`src/rtl/memory_stage_if.sv`:
```
// memory_stage_if: execute-side, writeback-side and data-memory signals of the memory stage
interface memory_stage_if;
  logic        ex_valid;
  logic        ex_memRead;
  logic        ex_memWrite;
  logic        ex_halt;
  logic [15:0] ex_addr;
  logic [15:0] ex_wdata;
  logic        stall;
  logic [15:0] mem_out;
  logic        wb_valid;
  logic        err;
  logic        createdump;
  logic [15:0] dm_addr;
  logic [15:0] dm_wdata;
  logic        dm_rd;
  logic        dm_wr;
  logic [15:0] dm_rdata;
  logic        dm_busy;
  logic        dm_done;
  modport slave (
    input  ex_valid, ex_memRead, ex_memWrite, ex_halt, ex_addr, ex_wdata, dm_rdata, dm_busy, dm_done,
    output stall, mem_out, wb_valid, err, createdump, dm_addr, dm_wdata, dm_rd, dm_wr
  );
  modport master (
    output ex_valid, ex_memRead, ex_memWrite, ex_halt, ex_addr, ex_wdata, dm_rdata, dm_busy, dm_done,
    input  stall, mem_out, wb_valid, err, createdump, dm_addr, dm_wdata, dm_rd, dm_wr
  );
endinterface

```
`src/rtl/memory_stage.sv`:
```
// memory_stage: pipeline memory stage sequencing one data-memory access at a time,
// with alignment/timeout fault detection and a halt that freezes further acceptance.
module memory_stage #(
  parameter int MAX_WAIT = 8
) (
  input logic clk,
  input logic rst,
  memory_stage_if.slave bus
);
  typedef enum logic [1:0] {IDLE, ISSUE, WAIT, RESP} state_t;
  localparam int CW = $clog2(MAX_WAIT + 1);
  state_t state, state_nx;
  logic [CW-1:0] cnt;
  logic is_rd, halted;
  logic acc, good, bad, done, timeout;
  always_comb begin
    acc = state == IDLE && bus.ex_valid && !halted;
    bad = acc && !bus.ex_halt && (bus.ex_memRead || bus.ex_memWrite) &&
          (bus.ex_addr[0] || (bus.ex_memRead && bus.ex_memWrite));
    good = acc && !bus.ex_halt && (bus.ex_memRead || bus.ex_memWrite) && !bad;
    done = state == WAIT && bus.dm_done;
    timeout = state == WAIT && !bus.dm_done && cnt == CW'(MAX_WAIT - 1);
    state_nx = good ? ISSUE :
               (state == ISSUE && !bus.dm_busy) ? WAIT :
               (done || timeout) ? RESP :
               state == RESP ? IDLE : state;
  end
  assign bus.stall = state != IDLE;
  assign bus.dm_rd = state == ISSUE && is_rd;
  assign bus.dm_wr = state == ISSUE && !is_rd;
  always_ff @(posedge clk or posedge rst) begin
    if (rst) begin
      state <= IDLE;
      cnt <= '0;
      is_rd <= 1'b0;
      halted <= 1'b0;
      bus.mem_out <= 16'h0000;
      bus.dm_addr <= 16'h0000;
      bus.dm_wdata <= 16'h0000;
      bus.wb_valid <= 1'b0;
      bus.err <= 1'b0;
      bus.createdump <= 1'b0;
    end else begin
      state <= state_nx;
      cnt <= state == ISSUE ? '0 : state == WAIT ? cnt + CW'(1) : cnt;
      halted <= halted || (acc && bus.ex_halt);
      // faulted and non-memory instructions retire straight from IDLE
      bus.wb_valid <= (acc && !bus.ex_halt && !good) || done || timeout;
      bus.createdump <= acc && bus.ex_halt;
      bus.err <= bus.err || bad || timeout;
      if (good) begin
        bus.dm_addr <= bus.ex_addr;
        bus.dm_wdata <= bus.ex_wdata;
        is_rd <= bus.ex_memRead;
      end
      if (done && is_rd) bus.mem_out <= bus.dm_rdata;
    end
  end
endmodule

```
`src/flat_wrapper.sv`:
```
// flat-port wrapper written by rule: the top's interface ports become plain ports
module memory_stage_flat 
#(
  parameter int MAX_WAIT = 8
)
  (clk, rst, bus_ex_valid, bus_ex_memRead, bus_ex_memWrite, bus_ex_halt, bus_ex_addr, bus_ex_wdata, bus_dm_rdata, bus_dm_busy, bus_dm_done, bus_stall, bus_mem_out, bus_wb_valid, bus_err, bus_createdump, bus_dm_addr, bus_dm_wdata, bus_dm_rd, bus_dm_wr);
  memory_stage_if bus_i ();
  input logic clk;
  input logic rst;
  input wire logic [$bits(bus_i.ex_valid)-1:0] bus_ex_valid;
  input wire logic [$bits(bus_i.ex_memRead)-1:0] bus_ex_memRead;
  input wire logic [$bits(bus_i.ex_memWrite)-1:0] bus_ex_memWrite;
  input wire logic [$bits(bus_i.ex_halt)-1:0] bus_ex_halt;
  input wire logic [$bits(bus_i.ex_addr)-1:0] bus_ex_addr;
  input wire logic [$bits(bus_i.ex_wdata)-1:0] bus_ex_wdata;
  input wire logic [$bits(bus_i.dm_rdata)-1:0] bus_dm_rdata;
  input wire logic [$bits(bus_i.dm_busy)-1:0] bus_dm_busy;
  input wire logic [$bits(bus_i.dm_done)-1:0] bus_dm_done;
  output wire logic [$bits(bus_i.stall)-1:0] bus_stall;
  output wire logic [$bits(bus_i.mem_out)-1:0] bus_mem_out;
  output wire logic [$bits(bus_i.wb_valid)-1:0] bus_wb_valid;
  output wire logic [$bits(bus_i.err)-1:0] bus_err;
  output wire logic [$bits(bus_i.createdump)-1:0] bus_createdump;
  output wire logic [$bits(bus_i.dm_addr)-1:0] bus_dm_addr;
  output wire logic [$bits(bus_i.dm_wdata)-1:0] bus_dm_wdata;
  output wire logic [$bits(bus_i.dm_rd)-1:0] bus_dm_rd;
  output wire logic [$bits(bus_i.dm_wr)-1:0] bus_dm_wr;
  assign bus_i.ex_valid = bus_ex_valid;
  assign bus_i.ex_memRead = bus_ex_memRead;
  assign bus_i.ex_memWrite = bus_ex_memWrite;
  assign bus_i.ex_halt = bus_ex_halt;
  assign bus_i.ex_addr = bus_ex_addr;
  assign bus_i.ex_wdata = bus_ex_wdata;
  assign bus_i.dm_rdata = bus_dm_rdata;
  assign bus_i.dm_busy = bus_dm_busy;
  assign bus_i.dm_done = bus_dm_done;
  assign bus_stall = bus_i.stall;
  assign bus_mem_out = bus_i.mem_out;
  assign bus_wb_valid = bus_i.wb_valid;
  assign bus_err = bus_i.err;
  assign bus_createdump = bus_i.createdump;
  assign bus_dm_addr = bus_i.dm_addr;
  assign bus_dm_wdata = bus_i.dm_wdata;
  assign bus_dm_rd = bus_i.dm_rd;
  assign bus_dm_wr = bus_i.dm_wr;
  memory_stage #(.MAX_WAIT(MAX_WAIT)) u_core (.clk(clk), .rst(rst), .bus(bus_i));
endmodule
```
`config.mk`:
```
export PLATFORM = sky130hd
export DESIGN_NAME = memory_stage_flat
export DESIGN_NICKNAME = d
export VERILOG_FILES = /design/src/rtl/memory_stage_if.sv /design/src/rtl/memory_stage.sv /design/src/flat_wrapper.sv
export SDC_FILE = /design/constraint.sdc
export NUM_CORES = 1
export LEC_CHECK = 0
export ABC_CLOCK_PERIOD_IN_PS = 4200
export CAP_MARGIN = 40
export CELL_PAD_IN_SITES_DETAIL_PLACEMENT = 0
export CELL_PAD_IN_SITES_GLOBAL_PLACEMENT = 2
export CORE_MARGIN = 5
export CORE_UTILIZATION = 29
export CTS_CLUSTER_SIZE = 12
export DETAILED_ROUTE_END_ITERATION = 8
export HOLD_SLACK_MARGIN = 0.1
export PLACE_DENSITY_LB_ADDON = 0.1
export SYNTH_ARGS = -nofsm -noshare
export SYNTH_HDL_FRONTEND = slang
export SYNTH_SLANG_ARGS = --single-unit
```
`constraint.sdc`:
```
create_clock -name clk -period 4.2 [get_ports clk]
set_clock_uncertainty 0.05 [all_clocks]
set_input_delay 0.84 -clock clk [delete_from_list [all_inputs] [get_ports clk]]
set_output_delay 0.84 -clock clk [all_outputs]
set_load 0.03 [all_outputs]
```
Yosys cells after proc, flatten, opt, wreduce, memory -nomap -nowiden
Cells that the tools add are included.
{"block": "classes", "add_sub_neg": 1, "eq_ne": 4, "muxes": 6, "n_reduce_logical": 35}
{"operator": "1-bit logical AND", "count": 16}
{"operator": "1-bit logical OR", "count": 8}
{"operator": "2-bit 2-to-1 mux", "count": 4}
{"operator": "4-bit 2-to-1 mux", "count": 2}
{"operator": "1-bit logical NOT", "count": 7}
{"operator": "4-bit by 1-bit adder with 4-bit output, second input constant", "count": 1}
{"operator": "2-bit == test, second input constant", "count": 2}
{"operator": "4-bit by 3-bit == test with 1-bit output, second input constant", "count": 1}
{"operator": "2-bit nonzero test", "count": 2}
{"operator": "4-bit nonzero test", "count": 1}
{"operator": "2-bit by 1-bit == test with 1-bit output, second input constant", "count": 1}
{"operator": "2-bit logical NOT", "count": 1}
{"block": "totals", "register_bits": 59, "input_bits": 56, "out_inout_bits": 54, "word_cells": 56}

Longest topological paths before layout
Gate-level depths: netlist of the first run.
{"block": "depth", "word_depth": 12, "mapped_depth": 7, "ltp_nobuf": 5}

Worst setup path before layout of the first run
No wires, ideal clock.
{"block": "synth_timing", "kind": "register -> output", "start": "reg u_core.state[1]", "end": "out bus_dm_wr", "arrival_time_ns": 1.171, "path_slack_ns": 2.139, "path_stages_with_launch": 4, "path_buffers": 0, "path_cell_list": "dfrtp_1 -> inv_1 -> ha_1 -> nor2b_1"}
{"block": "synth_between", "elab_chain_len": 2}
{"element": "start, declared", "line_no": "memory_stage.sv:12", "text": "state_t state, state_nx;"}
{"element": "start signal, assigned", "line_no": "memory_stage.sv:44", "text": "state <= state_nx;"}
{"element": "2-bit by 1-bit == test with 1-bit output", "line_no": "memory_stage.sv:30", "text": "assign bus.dm_wr = state == ISSUE && !is_rd;"}
{"element": "1-bit logical AND", "line_no": "memory_stage.sv:30"}
{"element": "end, declared", "line_no": "flat_wrapper.sv:27", "text": "output wire logic [$bits(bus_i.dm_wr)-1:0] bus_dm_wr;"}
Every way passes these cells.

Worst setup path after layout of the first run
Ends and elaborated chain as after synthesis.

==> out/results.ini, run 1 <==
[finish]
final_cell_mix=clkdlybuf4s50_1 (109), dfrtp_1 (59), mux2_4 (26), mux2_2 (23), clkbuf_8 (11)
finalNetCount=336
nFillCells=733
area_growth_syn_to_layout_pct=57.8
layout-drive-gt1-share_pct=25.4
layout.cell_area.non_filler_mm2=0.00394
num_antenna_cells=0
final_common_cell=clkdlybuf4s50_1

[routing]
ant_nets=0
drcViolationCount=0
vias_per_cell=4.40
drt_pre_antenna_iters=4
wl_met3_um=484
routedLengthMet1_mm=2.83
vias=1694
drt_iter0_markers=41
wirelength_mm=6.06
top_layer=met4
wl_met2_mm=2.66
wire_per_inst_um=15.7

[worst_setup_path]
cp_max_fo=7
r2r_start=u_core.state[0]$_DFFE_PP0P_
start_kind=flop
cp_data_required_time_ns=3.31
slowest_stage=clkdlybuf4s50_1
path_cells=inv_1 > ha_1 > nor2b_1 > clkdlybuf4s50_1
critPathLaunch=u_core.state[1]$_DFFE_PP0P_
cp_slowest_stage_delay_ns=0.68
worst-setup-path-type=flop to output port
crit_path_end_kind=output port
crit_buf_inv=2
crit_arrival_ns=1.96
critical-path-top-delay-family=buffers and inverters

[clocking]
hold_buffers=0
path_clk_slew_ns=0.06
h-tree-depth=3
numCtsBuffers=9
cts_tree=yes
root_buffer=clkbuf_8
cts.sinks=59
post_cts_buffers=0
cts-resized-gates=0
clockBufferDepth=2
clk_latency_ns=0.32

[global_route]
grt_pass1_vias=1801
grt_max_degree=33
antenna_found_initial=0
grt-ovfl-total=0
grt_pass1_wl_mm=9.42
track_usage_pct=11.9

[timing]
holdWs_ns=0.438
slew-limit-headroom_pct=46.7
tns_ns=0
setup_viol=0
fmax_mhz=351
hold_violations=0
finalCritPeriodShare_pct=67.8
finalCriticalPeriod_ns=2.85
worst_pin_slew_ns=0.797
rsz0062_at_grt=no
drv_slew=0

[placement]
gp_congestion=0.698
dpl_cell_area_mm2=0.00367
dp_hpwl_mm=4.51
port_buffers=109

[synthesis]
yosysTopAreaCell=dfrtp_1
synth_edf_count=0
synth_top_cell_area_share_pct=59.1
syn_area_per_cell_um2=15.9
netlist_area_mm2=0.00250
synthFlopType=dfrtp_1
ys_ff_latch=59
synthesis.nets=218
syn_inst=157
synth_area_leaders=dfrtp_1 (59%), mux2_4 (16%), mux2_2 (10%)
async_flop_share_pct=100
yosysWarnings=0
ys_seq_area_share_pct=59.1
synthDistinctLibCells=28

[run_status]
outcome=complete, no violations

[die]
ioPinCount=110
rows=33
initial_utilization_pct=30.1
fp.dieH_um=103
core-area_mm2=0.00830
die_area_mm2=0.0106
die_x_um=103

[min_path]
hold_start=u_core.halted$_DFF_PP0_
hp-class=flop to flop

[flow_run]
maxCapViolCount=0

[pwr]
leakagePower_nw=1.75
ir_worst_vdd_mv=0.234
power_density_mw_per_mm2=700

[synthesized netlist by cell type (2+ instances only)]
library cell / instances
nand2b_1: 2
mux2_4: 26
ha_1: 5
nor2b_1: 2
o21ai_0: 7
nand3b_1: 2
a31oi_1: 3
dfrtp_1: 59
buf_12: 3
inv_1: 6
nand2_1: 3
mux2_2: 23
[final cells by class]
type	count	area [µm²]	area share [%]
clock inverters	4	120	3.05
well taps	105	131	3.33
flip-flops and latches	59	1480	37.5
inverters	6	22.5	0.571
multi-input cells	87	922	23.4
clock buffers	12	155	3.94
repair buffers	112	1110	28.3
[state kept, by name (all words and copies together), names as in the netlist]
signal,count
u_core.bus.wb_valid,1
u_core.is_rd,1
u_core.cnt,4
u_core.halted,1
u_core.bus.createdump,1
u_core.bus.mem_out,16
u_core.bus.dm_wdata,16
u_core.bus.dm_addr,16
u_core.bus.err,1
u_core.state,2
[path summary, 6_finish.rpt]
kind                                                       to  slack [ns]  cells after the start
max                                                 bus_dm_wr        1.35                      4
min                           u_core.bus.createdump$_DFF_PP0_        0.44                      1
max reg2reg                 u_core.bus.dm_addr[7]$_DFFE_PP0P_        1.83                      6
min reg2reg                   u_core.bus.createdump$_DFF_PP0_        0.44                      1
max in group asynchronous   u_core.bus.mem_out[2]$_DFFE_PP0P_        2.38                      3
min in group asynchronous  u_core.bus.dm_wdata[7]$_DFFE_PP0P_        0.88                      2
[worst reg2reg max path, cell delays in order, from the launching register on]
cell and delay, ns:
dfrtp_1 0.41, inv_1 0.09, ha_1 0.23, and4bb_1 0.25
o211a_2 0.53, buf_4 0.34, mux2_2 0.36
[routing by layer]
| metal | GRT usage, % | up-vias |
|---|---|---|
| met5 | 0 | - |
| met4 | 4.78 | 0 |
| met3 | 3.99 | 7 |
| met2 | 17.3 | 61 |
| met1 | 16.4 | 837 |
| li1 | - | 789 |
[through the flow]
stage	setup WS (ns)	utilization, %	total power, mW	cells
after CTS	1.32	47.5	2.80	385
after floorplan	1.85	-	1.58	157
after global routing	1.22	47.5	2.91	385
final	1.35	47.5	2.76	385
after global placement	1.21	44.2	2.07	369
after detailed placement	1.19	44.2	2.07	369
[report_power, final]
part           leakage (nW)  switching (mW)  internal (mW)
Sequential            0.766           0.119          0.767
Combinational         0.846           0.592          0.577
Clock                 0.137           0.217          0.487
Total                  1.75           0.927           1.83
[cells by family after synthesis]
family,share of synthesized area [%]
buffers and inverters,3.96
AO/OA/AOI/OAI,3.76
AND/OR/NAND/NOR,4.66
flip-flops,59.1
adder cells (fa/ha/maj),2.51
multiplexers,26.0
(Power assumes the default switching activity.)
==> inputs of run 2 (changes only) <==
ABC_CLOCK_PERIOD_IN_PS = 2300   (was 4200)
CORE_UTILIZATION = 24   (was 29)
clock period = 2.3 ns   (was 4.2 ns; I/O delays follow)
==> run 2 against run 1 <==
Effect of this change:
- register-to-register slack lost 1.5 ns
- flip-flop and latch count stayed put
- utilization fell by 8.7 points
- die area increased by 19%
- critical path depth is the same
- wire length up 3.8%
- design area rose by 0.70%
- global-route usage is 1.6 points lower
- final cell count rose by 9.4%
- largest power group unchanged
==> out/results.ini, run 2 (synthesis gave the netlist of run 1 again) <==
[pwr]
power_density_mw_per_mm2=1180
leakagePower_nw=1.75
ir_worst_vdd_mv=0.375

[clocking]
h-tree-depth=3
clockBufferDepth=2
clk_latency_ns=0.33
root_buffer=clkbuf_8
numCtsBuffers=9
cts.sinks=59
hold_buffers=0
path_clk_slew_ns=0.07
cts_tree=yes

[finish]
final_common_cell=clkdlybuf4s50_1
layout-drive-gt1-share_pct=27.0
layout.cell_area.non_filler_mm2=0.00397
finalNetCount=341
top_regs=u_core.bus.dm_addr: 16 flops, u_core.bus.dm_wdata: 16 flops, u_core.bus.mem_out: 16 flops
area_growth_syn_to_layout_pct=58.9
final_cell_mix=clkdlybuf4s50_1 (106), dfrtp_1 (59), mux2_4 (26), mux2_2 (23), clkbuf_8 (9)
num_antenna_cells=0

[worst_setup_path]
slowest_stage=dfrtp_1
r2r_start=u_core.state[0]$_DFFE_PP0P_
crit_path_end_kind=output port
critPathLaunch=u_core.state[1]$_DFFE_PP0P_
path_cells=inv_1 > ha_1 > nor2b_1 > dlygate4sd2_1
start_kind=flop
crit_arrival_ns=1.56
worstRegToRegCells=6
cp_data_required_time_ns=1.79
r2r_slack_ns=0.34
cp_slowest_stage_delay_ns=0.41
cp_max_fo=4
worst-setup-path-type=flop to output port
r2r-end=u_core.bus.dm_addr[6]$_DFFE_PP0P_

[global_route]
grt-ovfl-total=0
track_usage_pct=10.4
grt_pass1_wl_mm=10.1
grt_pass1_vias=1865
grt_max_degree=27
antenna_found_initial=0

[routing]
vias=1682
wire_per_inst_um=14.9
ant_nets=0
wirelength_mm=6.28
top_layer=met4
vias_per_cell=4.00
drt_iter0_markers=55
drcViolationCount=0
wl_met2_mm=2.91
routedLengthMet1_mm=2.91
drt_pre_antenna_iters=4
wl_met3_um=351

[die]
die_x_um=112
die_area_mm2=0.0125
fp.dieH_um=112
core-area_mm2=0.0102
ioPinCount=110
initial_utilization_pct=24.4
rows=37

[timing]
tns_ns=0
slew-limit-headroom_pct=76.1
fmax_mhz=483
finalCritPeriodShare_pct=90.0
rsz0062_at_grt=no
drv_slew=0
setup_viol=0
hold_violations=0
worst_pin_slew_ns=0.357
finalCriticalPeriod_ns=2.07
final.setup.worst_slack_ns=0.229

[placement]
dp_slack_ns=0.0632
dpl_cell_area_mm2=0.00378
port_buffers=109
dp_hpwl_mm=4.64
gp_congestion=0.686

[min_path]
hp-class=primary input to asynchronous set/reset pin

[run_status]
outcome=complete, no violations

[flow_run]
maxCapViolCount=0

==> run 2: routing by layer <==
layer / global-route usage (%) / vias up
li1: - / 795
met1: 13.2 / 820
met2: 16.2 / 57
met3: 3.18 / 10
met4: 4.57 / 0
met5: 0 / -
==> run 2: final cells by class <==
type | instances | area (µm²)
Fill cell | 993 | 6260
Sequential cell | 59 | 1480
Multi-Input combinational cell | 87 | 922
Tap cell | 136 | 170
Inverter | 6 | 22.5
Timing Repair Buffer | 117 | 1180
Clock buffer | 9 | 124
Clock inverter | 7 | 68.8
==> run 2: power breakdown <==
group	switching, mW	internal, mW	total (mW)
logic	1.09	1.06	2.15
clock network	0.432	0.496	0.927
registers	0.209	1.40	1.61
==> run 2: what timing repair did <==
action,CTS,global route
setup endpoints to repair,3,0
resized for setup,3,0
buffers inserted,0,0
hold endpoints to repair,0,0
==> run 2: how the worst max path moves through the flow <==
stage	slack, ns	to	depth (start not counted)
5_1_grt	0.10	bus_dm_wr	4
3_5_place_dp	0.06	u_core.bus.dm_addr[6]$_DFFE_PP0P_	5
3_3_place_gp	0.1	u_core.bus.dm_addr[6]$_DFFE_PP0P_	5
2_1_floorplan	0.33	u_core.bus.createdump$_DFF_PP0_	1
6_report	0.23	bus_dm_wr	4
4_1_cts	0.18	bus_dm_wr	4
==> run 2: critical path: cells and delay by family, from the launching register on <==
kind	cells	cell delay [ns]
flip-flops	1	0.41
AND/OR/NAND/NOR	1	0.13
adder cells (fa/ha/maj)	1	0.20
buffers and inverters	2	0.49
==> run 2: through the flow <==
stage                     std cells  hold WS (ns)  utilization [%]  power [mW]
after floorplan                 157         0.393                -        2.88
final                           421         0.368             38.8        4.68
after global placement          405         0.435             36.9        3.81
after CTS                       421         0.355             38.8        4.77
after detailed placement        405         0.429             36.9        3.82
after global routing            421         0.382             38.8        4.96
==> inputs of run 3 (changes only) <==
ABC_CLOCK_PERIOD_IN_PS = 2050   (was 2300)
CORE_UTILIZATION = 27   (was 24)
clock period = 2.05 ns   (was 2.3 ns; I/O delays follow)
==> run 3 against run 2 <==
Effect of this change:
- flip-flop and latch count did not move
- final cell count shrank 5.5%
- power rose by 11%
- global-route usage rose by 1.6 points
- design area decreased by 0.69%
- via count rose by 0.89%
- setup slack got worse by 0.11 ns
- critical path depth unchanged
- sequential share of layout area is 0.26 points higher
- highest routed layer unchanged
==> out/results.ini, run 3 (synthesis gave the netlist of run 1 again) <==
[placement]
gp_congestion=0.670
dp.cells=383
dp_hpwl_mm=4.39
port_buffers=109
dp_slack_ns=-0.0509

[die]
fp.dieH_um=106
die_x_um=106
die_area_mm2=0.0113
core-area_mm2=0.00911
rows=35
ioPinCount=110
initial_utilization_pct=27.4

[pwr]
ir_worst_vdd_mv=0.437
power_density_mw_per_mm2=1310
leakagePower_nw=1.76

[timing]
finalCritPeriodShare_pct=94.2
slew-limit-headroom_pct=75.9
rsz0062_at_grt=no
final.setup.worst_slack_ns=0.120
fmax_mhz=518
setup_viol=0
hold_violations=0
worst_pin_slew_ns=0.360
drv_slew=0
finalCriticalPeriod_ns=1.93

[worst_setup_path]
worst-setup-path-type=flop to output port
path_cells=inv_1 > ha_1 > and2_1 > clkdlybuf4s15_1
r2r-end=u_core.bus.dm_addr[14]$_DFFE_PP0P_
cp_data_required_time_ns=1.59
start_kind=flop
r2r_slack_ns=0.15
crit_path_end_kind=output port
crit_buf_inv=2
r2r_start=u_core.state[0]$_DFFE_PP0P_
crit_arrival_ns=1.47
slowest_stage=dfrtp_1
cp_max_fo=2
worstRegToRegCells=6
cp_slowest_stage_delay_ns=0.38
critical-path-top-delay-family=buffers and inverters

[routing]
wirelength_mm=6.11
vias=1697
wire_per_inst_um=15.3
ant_nets=0
drt_pre_antenna_iters=4
drt_iter0_markers=43
drcViolationCount=0
vias_per_cell=4.26

[clocking]
numCtsBuffers=9
root_buffer=clkbuf_8
cts-resized-gates=2
post_cts_buffers=0
cts.sinks=59
path_clk_slew_ns=0.07
hold_buffers=0
cts_tree=yes
clockBufferDepth=2
h-tree-depth=3
clk_latency_ns=0.32

[global_route]
grt_max_degree=60
grt_pass1_wl_mm=10.4
grt_pass1_vias=1934
track_usage_pct=11.9
antenna_found_initial=0
grt-ovfl-total=0

[finish]
final_cell_mix=clkdlybuf4s50_1 (106), dfrtp_1 (59), mux2_4 (26), mux2_2 (23), clkbuf_8 (11)
area_growth_syn_to_layout_pct=57.8
finalNetCount=344
num_antenna_cells=0
nFillCells=875
final_common_cell=clkdlybuf4s50_1
top_regs=u_core.bus.dm_addr: 16 flops, u_core.bus.dm_wdata: 16 flops, u_core.bus.mem_out: 16 flops
layout-drive-gt1-share_pct=28.2
fin_cells=398

[run_status]
outcome=complete, no violations

[flow_run]
maxCapViolCount=0

[min_path]
hp-class=primary input to asynchronous set/reset pin

run 3: cell count changes in the layout (fill, tap and decap cells not counted), sizes merged:
cell / before / now
clkinvlp: 2 / 1
buf: 8 / 12
clkbuf: 9 / 12
bufinv: 1 / 0
dlygate4sd2: 3 / 0
clkinv: 4 / 3
clkdlybuf4s15: 0 / 1
run 3: metal layers:
metal | part of all wire, % | global-route usage [%] | vias to the layer above
li1 | - | - | 805
met1 | 48 | 15.7 | 809
met2 | 42 | 17.4 | 79
met3 | 8.8 | 5.53 | 4
met4 | 1.0 | 3.61 | 0
met5 | 0 | 0 | -
run 3: worst max path at each step:
stage          slack [ns]  cells past startpoint                             endpoint                         from
2_1_floorplan        0.13                      1      u_core.bus.createdump$_DFF_PP0_                          rst
3_5_place_dp        -0.05                      5  u_core.bus.dm_wdata[12]$_DFFE_PP0P_                  bus_ex_halt
5_1_grt              0.01                      4                            bus_dm_rd  u_core.state[1]$_DFFE_PP0P_
4_1_cts              0.06                      4                            bus_dm_rd  u_core.state[1]$_DFFE_PP0P_
3_3_place_gp        -0.04                      5    u_core.bus.dm_addr[3]$_DFFE_PP0P_                  bus_ex_halt
6_report             0.12                      4                            bus_dm_rd  u_core.state[1]$_DFFE_PP0P_
run 3: worst reg2reg max path, stage by stage (launching register included):
cell and delay [ns]:
dfrtp_1 0.42, inv_1 0.10, ha_1 0.20, and4bb_1 0.22, o211a_2 0.25, buf_12 0.21, mux2_4 0.33
run 3: report_power, final:
group / total (mW) / switching (mW) / internal, mW
registers: 1.80 / 0.232 / 1.57
clock network: 0.945 / 0.450 / 0.495
logic: 2.43 / 1.23 / 1.20
run 3: metrics by stage:
step	total power, mW	hold slack [ns]	utilization, %	setup TNS [ns]	cell area (µm²)
2_1_floorplan	3.23	0.393	-	0	2500
3_3_place_gp	4.28	0.413	41.4	-0.785	3770
3_5_place_dp	4.29	0.420	41.4	-0.998	3770
4_1_cts	5.28	0.417	43.3	0	3940
5_1_grt	5.54	0.437	43.3	0	3940
6_report	5.18	0.422	43.3	0	3940
run 3: area by class of cell:
| cell class | count | area (µm²) | area share (%) |
|---|---|---|---|
| Inverter | 6 | 22.5 | 0.571 |
| Clock inverter | 4 | 26.3 | 0.667 |
| Tap cell | 111 | 139 | 3.52 |
| Multi-Input combinational cell | 87 | 922 | 23.4 |
| Timing Repair Buffer | 120 | 1200 | 30.5 |
| Sequential cell | 59 | 1480 | 37.5 |
| Clock buffer | 11 | 151 | 3.84 |
